[config.mk]
export PLATFORM = sky130hd
export DESIGN_NAME = bbox_crop_reader
export DESIGN_NICKNAME = d
export VERILOG_FILES = /design/src/rtl/bbox_crop_reader.sv
export SDC_FILE = /design/constraint.sdc
export NUM_CORES = 1
export LEC_CHECK = 0
export ABC_AREA = 1
export CORE_UTILIZATION = 63
export CTS_BUF_LIST = sky130_fd_sc_hd__clkbuf_8 sky130_fd_sc_hd__clkbuf_16
export CTS_CLUSTER_SIZE = 14
export DETAILED_ROUTE_END_ITERATION = 12
export GPL_TIMING_DRIVEN = 0
export HOLD_SLACK_MARGIN = 0.02
export PLACE_DENSITY = 0.87
export SETUP_SLACK_MARGIN = 0.15
export SYNTH_ARGS = -nofsm -noshare
export SYNTH_HDL_FRONTEND = slang
export SYNTH_SLANG_ARGS = --single-unit
[constraint.sdc]
create_clock -name clk -period 8.7 [get_ports clk]
set_input_delay 1.74 -clock clk [delete_from_list [all_inputs] [get_ports clk]]
set_output_delay 1.74 -clock clk [all_outputs]
set_load 0.05 [all_outputs]
[src/rtl/bbox_crop_reader.sv]
// bbox_crop_reader: walks frame RAM inside a bounding box in raster order and
// streams the cropped pixels out on a valid/ready interface with sof/eol/eof markers.
module bbox_crop_reader #(
    parameter int IMG_W   = 200,
    parameter int IMG_H   = 150,
    parameter int ADDR_W  = 32,
    parameter int COORD_W = 11
) (
    input  logic               clk,
    input  logic               rst_n,
    input  logic               start_i,
    input  logic [COORD_W-1:0] x_min_i,
    input  logic [COORD_W-1:0] x_max_i,
    input  logic [COORD_W-1:0] y_min_i,
    input  logic [COORD_W-1:0] y_max_i,
    output logic [ADDR_W-1:0]  addr_o,
    input  logic [7:0]         rddata_i,
    output logic [7:0]         out_data_o,
    output logic               out_valid_o,
    input  logic               out_ready_i,
    output logic               out_sof_o,
    output logic               out_eol_o,
    output logic               out_eof_o,
    output logic [COORD_W-1:0] crop_w_o,
    output logic [COORD_W-1:0] crop_h_o,
    output logic               busy_o,
    output logic               done_o,
    output logic               err_o
);
    localparam logic [2:0] S_IDLE    = 3'd0;
    localparam logic [2:0] S_CHECK   = 3'd1;
    localparam logic [2:0] S_ISSUE   = 3'd2;
    localparam logic [2:0] S_CAPTURE = 3'd3;
    localparam logic [2:0] S_PRESENT = 3'd4;
    localparam logic [2:0] S_FINISH  = 3'd5;
    localparam logic [COORD_W-1:0] W_C   = COORD_W'(IMG_W);
    localparam logic [COORD_W-1:0] H_C   = COORD_W'(IMG_H);
    localparam logic [COORD_W-1:0] ONE_C = COORD_W'(1);
    localparam logic [ADDR_W-1:0]  W_A   = ADDR_W'(IMG_W);

    logic [2:0]         state_q, state_d;
    logic [COORD_W-1:0] x_min_q, x_min_d, x_max_q, x_max_d;
    logic [COORD_W-1:0] y_min_q, y_min_d, y_max_q, y_max_d;
    logic [COORD_W-1:0] x_q, x_d, y_q, y_d;
    logic [COORD_W-1:0] crop_w_q, crop_w_d, crop_h_q, crop_h_d;
    logic [ADDR_W-1:0]  row_base_q, row_base_d, addr_q, addr_d;
    logic [7:0]         data_q, data_d;
    logic               valid_q, valid_d, sof_q, sof_d, eol_q, eol_d, eof_q, eof_d;
    logic               busy_q, busy_d, done_q, done_d, err_q, err_d;

    always_comb begin
        state_d    = state_q;
        x_min_d    = x_min_q;
        x_max_d    = x_max_q;
        y_min_d    = y_min_q;
        y_max_d    = y_max_q;
        x_d        = x_q;
        y_d        = y_q;
        crop_w_d   = crop_w_q;
        crop_h_d   = crop_h_q;
        row_base_d = row_base_q;
        addr_d     = addr_q;
        data_d     = data_q;
        valid_d    = valid_q;
        sof_d      = sof_q;
        eol_d      = eol_q;
        eof_d      = eof_q;
        busy_d     = busy_q;
        done_d     = 1'b0;
        err_d      = err_q;
        case (state_q)
            S_IDLE: if (start_i) begin
                x_min_d = x_min_i;
                x_max_d = x_max_i;
                y_min_d = y_min_i;
                y_max_d = y_max_i;
                busy_d  = 1'b1;
                err_d   = 1'b0;
                state_d = S_CHECK;
            end
            S_CHECK: if (x_min_q <= x_max_q && y_min_q <= y_max_q && x_max_q < W_C && y_max_q < H_C) begin
                crop_w_d   = x_max_q - x_min_q + ONE_C;
                crop_h_d   = y_max_q - y_min_q + ONE_C;
                x_d        = x_min_q;
                y_d        = y_min_q;
                row_base_d = ADDR_W'(y_min_q) * W_A;
                state_d    = S_ISSUE;
            end else begin
                err_d   = 1'b1;
                done_d  = 1'b1;
                state_d = S_FINISH;
            end
            S_ISSUE: begin
                addr_d  = row_base_q + ADDR_W'(x_q);
                state_d = S_CAPTURE;
            end
            S_CAPTURE: begin
                data_d  = rddata_i;
                sof_d   = x_q == x_min_q && y_q == y_min_q;
                eol_d   = x_q == x_max_q;
                eof_d   = x_q == x_max_q && y_q == y_max_q;
                valid_d = 1'b1;
                state_d = S_PRESENT;
            end
            S_PRESENT: if (out_ready_i) begin
                valid_d = 1'b0;
                // row advance is incremental so no multiplier sits in the pixel loop
                if (x_q < x_max_q) x_d = x_q + ONE_C;
                else begin
                    x_d        = x_min_q;
                    y_d        = y_q + ONE_C;
                    row_base_d = row_base_q + W_A;
                end
                done_d  = eof_q;
                state_d = eof_q ? S_FINISH : S_ISSUE;
            end
            S_FINISH: begin
                busy_d  = 1'b0;
                state_d = S_IDLE;
            end
            default: state_d = S_IDLE;
        endcase
    end

    always_ff @(posedge clk or negedge rst_n) begin
        if (!rst_n) begin
            state_q    <= S_IDLE;
            x_min_q    <= '0;
            x_max_q    <= '0;
            y_min_q    <= '0;
            y_max_q    <= '0;
            x_q        <= '0;
            y_q        <= '0;
            crop_w_q   <= '0;
            crop_h_q   <= '0;
            row_base_q <= '0;
            addr_q     <= '0;
            data_q     <= '0;
            valid_q    <= 1'b0;
            sof_q      <= 1'b0;
            eol_q      <= 1'b0;
            eof_q      <= 1'b0;
            busy_q     <= 1'b0;
            done_q     <= 1'b0;
            err_q      <= 1'b0;
        end else begin
            state_q    <= state_d;
            x_min_q    <= x_min_d;
            x_max_q    <= x_max_d;
            y_min_q    <= y_min_d;
            y_max_q    <= y_max_d;
            x_q        <= x_d;
            y_q        <= y_d;
            crop_w_q   <= crop_w_d;
            crop_h_q   <= crop_h_d;
            row_base_q <= row_base_d;
            addr_q     <= addr_d;
            data_q     <= data_d;
            valid_q    <= valid_d;
            sof_q      <= sof_d;
            eol_q      <= eol_d;
            eof_q      <= eof_d;
            busy_q     <= busy_d;
            done_q     <= done_d;
            err_q      <= err_d;
        end
    end

    assign addr_o      = addr_q;
    assign out_data_o  = data_q;
    assign out_valid_o = valid_q;
    assign out_sof_o   = sof_q;
    assign out_eol_o   = eol_q;
    assign out_eof_o   = eof_q;
    assign crop_w_o    = crop_w_q;
    assign crop_h_o    = crop_h_q;
    assign busy_o      = busy_q;
    assign done_o      = done_q;
    assign err_o       = err_q;
endmodule

==> impl_results.md, run 1 <==
- Port Buffers: 124
- Post-CTS repair timing setup buffer count: 0
- Worst-path fanout max: 4
- Setup crit end kind: output pin
- All-Layer GR Usage: approximately 40%
- Worst min path class: reg -> reg
- I/O pins: 125
- Minimum clock period: 3.46 ns
- Worst Tran Pin Value: 0.636 ns
- HPWL after DPL: between 20,000 and 30,000 µm
- Worst path cell trace: clkdlybuf4s50_1
- H-tree depth: 4
- Hold_buf cts: 0
- Total area of sequential cells: roughly 4200 µm²
- First-pass GRT wire length: just over 60,000 µm
- DRT Pass-1 Iters: 9
- Setup CP Type: reg -> out
- Post-synth EDFFs: 0
- Top_reg_cell synth: dfrtp_1
- CP top delay family: buffers and inverters
- Sink Count: 167
- Max-Cap Viols: 0
- Vias in the first global route: 11.8k
- Row cnt: 51
- Peak VDD IR: 0.000354 V
- Antenna violations before repair: 0
- Synthesized area per cell: between 7 and 8 µm²
- Layout Cells excl Fill: roughly 2.2k
- CP startpoint kind: flop
- Root buffer cell: clkbuf_16
- P per Cell Area: 461 nW/µm²
- Fin nets: 2,106
- CTS clk-pin slew, worst paths: 0.07 ns
- Die Span Y: 143 µm
- Arrival @ worst endpoint: 1.72 ns
- Post-Route WL: 38,200 µm
- Status: finished clean
- GP Congestion: 0.983
- WP buf/inv: 1
- CTS Buf Count: 17
- Diode count: 0
- Worst Skew: 0.0132 ns
- Register area share after synthesis: between 30% and 40%
- CP max-delay cell: clkdlybuf4s50_1
- Ys Warns: 0
- Final Max Slew Viols: 0
- F_max: 289 MHz
- P&R area growth vs syn: 17.9%
- DR iter-0 viols: 1,102
- Antenna-violating nets left: 0
- Die area: between 20,000 and 25,000 µm²
- Netlist cell types: 40
- Largest net degree at the start of global routing: 120
- Via count: 12.5k
- Vias per cell: roughly 5.7
- Clock latency on the worst-skew pair: 0.44 ns
- CP peak stage delay: 0.84 ns
- # fillers: 1,526
- Required time of the critical path: 6.96 ns
- Synthesized flop and latch total: about 170
- Drc violations: 0
- Final setup fails: 0
- Post-Syn Area: 12,500 µm²
- Post-cts sizing count: 0
- Placed cells: ~2.2k
- Core area: 19,500 µm²
- Area of the multi-input gates: between 7000 and 8000 µm²
- Unrepaired setup endpoints after global routing: no
- Fraction of the cycle the final worst path needs: 39.8%
- Leak pwr: 7.72 nW
- GR Overflow Total: 0
- Starting Density: between 60% and 70%
- Hold Violations, Final: 0
- Share of layout cells above drive strength 1: 4.79%
- Slew headroom: 57.6%
- Avg WL per Cell: 17.3 µm
- Syn_nets: between 1.5k and 2k
- Max Buffers Root-to-Sink: 2
- Hold Slack: 0.478 ns
- CTS tree: built
- Die span in x: 143 µm
- Cell count after synthesis: 1,783
- Asr flop ratio synth: 100%
## power by group
part	internal, mW	total [mW]	switching, mW	leakage, nW
Sequential	1.06	1.42	0.359	2.16
Combinational	1.59	4.54	2.94	5.25
Clock	0.466	0.831	0.365	0.312
Total	3.12	6.79	3.67	7.72
## state kept, by name, summed over array words and instances, names as in the netlist, 3 cells and up
register and cells:
out_data_o 8, y_min_q 11, x_q 11, addr_o 32, state_q 3, crop_h_o 11, x_min_q 11, x_max_q 11
crop_w_o 11, y_max_q 11, row_base_q 29, y_q 11
## stage by stage
stage	setup TNS [ns]	util [%]	cell area [µm²]	setup WS, ns	total power, mW
after floorplan	0	-	12500	5.96	4.55
after global placement	-145.41	72.2	14100	-0.895	5.68
after detailed placement	0	72.4	14100	5.28	5.81
after CTS	0	75.6	14700	5.23	6.70
after global routing	0	75.6	14700	5.23	7.33
final	0	75.6	14700	5.24	6.79
## logic make-up (layout without fill, tap and decap cells)
kind of cell	count (synthesis)	in the layout	share of synthesized area (%)
simple gates	986	986	33.0
buf+inv	271	428	9.00
flops	167	167	33.5
fa+ha+maj	123	123	12.9
compound gates	180	180	7.71
xor+xnor	56	56	3.93
## metal layers
layer  up-vias  part of all wire [%]  track usage, %  routed length, µm
li1       5985                     -               -                  -
met1      5737                    40            47.1              15200
met2       598                    47            64.5              17900
met3       143                   7.6            7.41               2910
met4         0                   5.7            23.1               2190
met5         -                     0               0                  0
## synthesized netlist by cell type, types with 5 or more instances
cell type,instances,area [µm²]
dfrtp_1,167,4180
o21ai_0,114,571
inv_1,210,788
nand3b_1,5,37.5
xor2_1,37,324
nand2_1,630,2360
nand4_1,23,144
clkbuf_1,19,71.3
a21oi_1,40,200
buf_2,22,110
nor3_1,16,80.1
nor4_1,5,31.3
inv_2,7,26.3
buf_6,10,113
ha_1,114,1430
fa_1,9,180
nor2_1,111,417
xnor2_1,19,166
nand3_1,177,886
## layout by cell type, fill, tap and decap left out, types with 4 or more instances in the layout
cell	n
nand2_1	630
o21ai_1	4
clkbuf_16	17
clkdlybuf4s50_1	123
a21oi_1	40
nor4_1	5
xnor2_1	19
o21ai_0	114
nand4_1	23
a21o_1	4
o21bai_1	4
nand3b_1	5
xor2_1	37
inv_6	6
nand3_1	177
clkbuf_1	19
inv_1	210
nor2_2	4
buf_2	22
fa_1	9
nor3_1	16
inv_2	7
ha_1	114
dfrtp_1	167
nor2_1	111
buf_6	10
## final timing paths
path                                          from                    endpoint  slack [ns]  cells past startpoint
max in group asynchronous                    rst_n      y_min_q[0]$_DFFE_PN0P_        6.59                      2
max reg2reg                 y_min_q[6]$_DFFE_PN0P_  row_base_q[15]$_DFFE_PN0P_        5.57                     14
min                        out_valid_o$_DFFE_PN0P_     out_valid_o$_DFFE_PN0P_        0.48                      2
min reg2reg                out_valid_o$_DFFE_PN0P_     out_valid_o$_DFFE_PN0P_        0.48                      2
min in group asynchronous                    rst_n       addr_o[2]$_DFFE_PN0P_        1.18                      1
max                          out_eof_o$_DFFE_PN0P_                   out_eof_o        5.24                      1
## area by class of cell
type,count,area share [%]
Timing Repair Buffer,125,8.65
Buffer,52,2.05
Clock buffer,17,2.89
Sequential cell,167,28.4
Multi-Input combinational cell,1345,48.8
Inverter,219,5.58
Clock inverter,15,1.40
Tap cell,265,2.25
Power figures use the tool's default switching activity.
==> run 2, diff against run 1 <==
--- a/config.mk
+++ b/config.mk
@@ -6,13 +6,13 @@
 export NUM_CORES = 1
 export LEC_CHECK = 0
 export ABC_AREA = 1
-export CORE_UTILIZATION = 63
+export CORE_UTILIZATION = 59
 export CTS_BUF_LIST = sky130_fd_sc_hd__clkbuf_8 sky130_fd_sc_hd__clkbuf_16
 export CTS_CLUSTER_SIZE = 14
 export DETAILED_ROUTE_END_ITERATION = 12
 export GPL_TIMING_DRIVEN = 0
 export HOLD_SLACK_MARGIN = 0.02
-export PLACE_DENSITY = 0.87
+export PLACE_DENSITY = 0.82
 export SETUP_SLACK_MARGIN = 0.15
 export SYNTH_ARGS = -nofsm -noshare
 export SYNTH_HDL_FRONTEND = slang
==> constraint.sdc (replaced) <==
create_clock -name clk -period 3.56 [get_ports clk]
set_input_delay 0.712 -clock clk [delete_from_list [all_inputs] [get_ports clk]]
set_output_delay 0.712 -clock clk [all_outputs]
set_load 0.05 [all_outputs]
==> impl_results.md, run 2 (synthesized netlist as in run 1, its figures left out) <==
- Status: finished clean (unchanged)
- Clock latency on the worst-skew pair: 0.45 ns (was 0.44 ns)
- All-Layer GR Usage: 35.2% (was 38.9%)
- Setup CP Type: reg -> reg (was reg -> out)
- Worst Reg-to-Reg Cells: 15 (was 14)
- Die span in x: 147 µm (was 143 µm)
- Drc violations: 0 (unchanged)
- Final setup TNS: 0 ns (unchanged)
- Max-Cap Viols: 0 (unchanged)
- Worst-path fanout max: 6 (was 4)
- Final Max Slew Viols: 0 (unchanged)
- Arrival @ worst endpoint: 3.48 ns (was 1.72 ns)
- Root buffer cell: clkbuf_16 (unchanged)
- Post-CTS repair timing setup buffer count: 0 (unchanged)
- Final worst setup slack: 0.470 ns (was 5.24 ns)
- CP top delay family: adder cells (was buffers and inverters)
- Met3 Resource Use GR: 5.62% (was 7.41%)
- Worst R2R Start: y_min_q[5]$_DFFE_PN0P_ (was y_min_q[6]$_DFFE_PN0P_)
- Peak VDD IR: 0.000769 V (was 0.000354 V)
- Minimum clock period: ~3.1 ns
- Slew headroom: 51.0% (was 57.6%)
- RR Endpoint: row_base_q[15]$_DFFE_PN0P_ (unchanged)
- P per Cell Area: 1110 nW/µm² (was 461 nW/µm²)
- CTS tree: built (unchanged)
- Die Span Y: 147 µm (was 143 µm)
- Commonest non-fill, non-tap cell in the layout: nand2_1 (unchanged)
- H-tree depth: 4 (unchanged)
- GP Congestion: 0.965 (was 0.983)
- GR Util met2: 56.9% (was 64.5%)
- Vias per cell: 5.55 (was 5.65)
- HPWL after DPL: 28,700 µm (was 29,300 µm)
- Largest net degree at the start of global routing: 118 (was 120)
- Via count: 12.3k (was 12.5k)
- CTS Buf Count: 17 (unchanged)
- DRT Pass-1 Iters: 8 (was 9)
- Hold Violations, Final: 0 (unchanged)
- R2R setup slack: 0.47 ns (was 5.57 ns)
- F_max: 324 MHz
- Leak pwr: 7.68 nW (was 7.72 nW)
- First-pass GRT wire length: 59,500 µm (was 60,400 µm)
- Switching power of the nets: 8.88 mW (was 3.67 mW)
- Placed cells: 2,178 (was 2,173)
- GR peak layer: met2 (unchanged)
- Hold_buf cts: 0 (unchanged)
- P&R area growth vs syn: 17.4% (was 17.9%)
- WP buf/inv: 2 (was 1)
- Fraction of the cycle the final worst path needs: 86.8%
- Layout Cells excl Fill: 2,210 (was 2,205)
- DR iter-0 viols: 1,047 (was 1,102)
- Setup crit end kind: flop (was output pin)
- Fin nets: 2,106 (unchanged)
- Internal: 7.41 mW (was 3.12 mW)
- Pre-CTS WS: 0.458 ns (was 5.28 ns)
- Antenna-violating nets left: 0 (unchanged)
- Worst Tran Pin Value: 0.735 ns (was 0.636 ns)
- Combinational power share: 67.5% (was 66.8%)
- Worst path cell trace: ha_1, ha_1, inv_1, fa_1, inv_1, ha_1, a21oi_1, nor2_1, nor2_1, nand2_1, nand2_1, nand3_1, nand2_1, nand3_1, nand2_1 (was clkdlybuf4s50_1)
- Die area: 21,700 µm² (was 20,400 µm²)
- GR Overflow Total: 0 (unchanged)
- Met1 Usage GRT: 47.3% (was 47.1%)
- Row cnt: 52 (was 51)
- CP startpoint kind: flop (unchanged)
- CP peak stage delay: 0.49 ns (was 0.84 ns)
- Starting Density: 60.9% (was 64.1%)
- Vias in the first global route: 11.6k (was 11.8k)
- Critical path depth: 15 (was 1)
- CTS clk-pin slew, worst paths: 0.07 ns (about the same)
- Unrepaired setup endpoints after global routing: no (unchanged)
- Worst min path class: in -> async (was reg -> reg)
- Antenna violations before repair: 0 (unchanged)
- Reg power frac: 21.3% (was 21.0%)
- Critical Path End: row_base_q[15]$_DFFE_PN0P_ (was out_eof_o)
- Core area: 20,500 µm² (was 19,500 µm²)
- Diode count: 0 (unchanged)
- Sw Ratio: 54.5% (was 54.0%)
- Clock network power share: 11.2% (was 12.2%)
- Most used cell, CP: nand2_1
- CP max-delay cell: dfrtp_1 (was clkdlybuf4s50_1)
- Critical Path Start: y_min_q[5]$_DFFE_PN0P_ (was out_eof_o$_DFFE_PN0P_)
- Post-Route WL: 37,000 µm (was 38,200 µm)
- Port Buffers: 124 (unchanged)
- Sink Count: 167 (unchanged)
- Max Buffers Root-to-Sink: 2 (unchanged)
- # fillers: 1,761 (was 1,526)
- Required time of the critical path: 3.95 ns (was 6.96 ns)
- Worst Skew: 0.0104 ns (was 0.0132 ns)
- Largest register FFs: 32 (unchanged)
- Avg WL per Cell: 16.7 µm (was 17.3 µm)
- I/O pins: 125 (unchanged)
- Post-cts sizing count: 0 (unchanged)
- Highest-count cells in the layout ignoring fill and taps: nand2_1, inv_1, nand3_1 (unchanged)
- Final setup fails: 0 (unchanged)
- Share of layout cells above drive strength 1: 4.85% (was 4.79%)
==> run 2: power groups by stage <==
stage	clock (mW)	sequential [mW]	combinational, mW
3_3_place_gp	0	3.45	10.5
4_1_cts	1.82	3.44	10.9
6_report	1.83	3.47	11.0
5_1_grt	1.91	3.54	12.3
2_1_floorplan	0	4.06	7.07
3_5_place_dp	0	3.46	10.8
==> run 2: area by class of cell <==
| cell class | instances | area (µm²) | share of cell area, % |
|---|---|---|---|
| Multi-Input combinational cell | 1345 | 7180 | 49.0 |
| Clock buffer | 17 | 425 | 2.90 |
| Tap cell | 270 | 338 | 2.31 |
| Buffer | 52 | 302 | 2.06 |
| Clock inverter | 15 | 131 | 0.897 |
| Timing Repair Buffer | 125 | 1270 | 8.69 |
| Inverter | 219 | 822 | 5.61 |
| Sequential cell | 167 | 4180 | 28.5 |
==> run 2: through the flow <==
step                utilization (%)  cell area (µm²)  hold WS (ns)  power, mW
finish                         71.5            14700         0.158       16.3
global route                   71.5            14700         0.183       17.7
CTS                            71.5            14700         0.172       16.1
detailed placement             68.8            14100         0.462       14.2
global placement               68.6            14100         0.457       13.9
floorplan                         -            12500         0.416       11.1
==> run 2: worst min-delay path by stage <==
stage	slack (ns)	endpoint
CTS	0.17	out_data_o[2]$_DFFE_PN0P_
finish	0.16	out_data_o[2]$_DFFE_PN0P_
global route	0.18	out_data_o[2]$_DFFE_PN0P_
floorplan	0.42	addr_o[0]$_DFFE_PN0P_
detailed placement	0.46	out_valid_o$_DFFE_PN0P_
global placement	0.46	out_valid_o$_DFFE_PN0P_
==> run 2: metal layers <==
layer	wire length [µm]	part of all wire, %	vias to the layer above
li1	-	-	5985
met3	2830	7.7	70
met1	16000	43	5694
met2	17100	46	525
met5	0	0	-
met4	1070	2.9	0
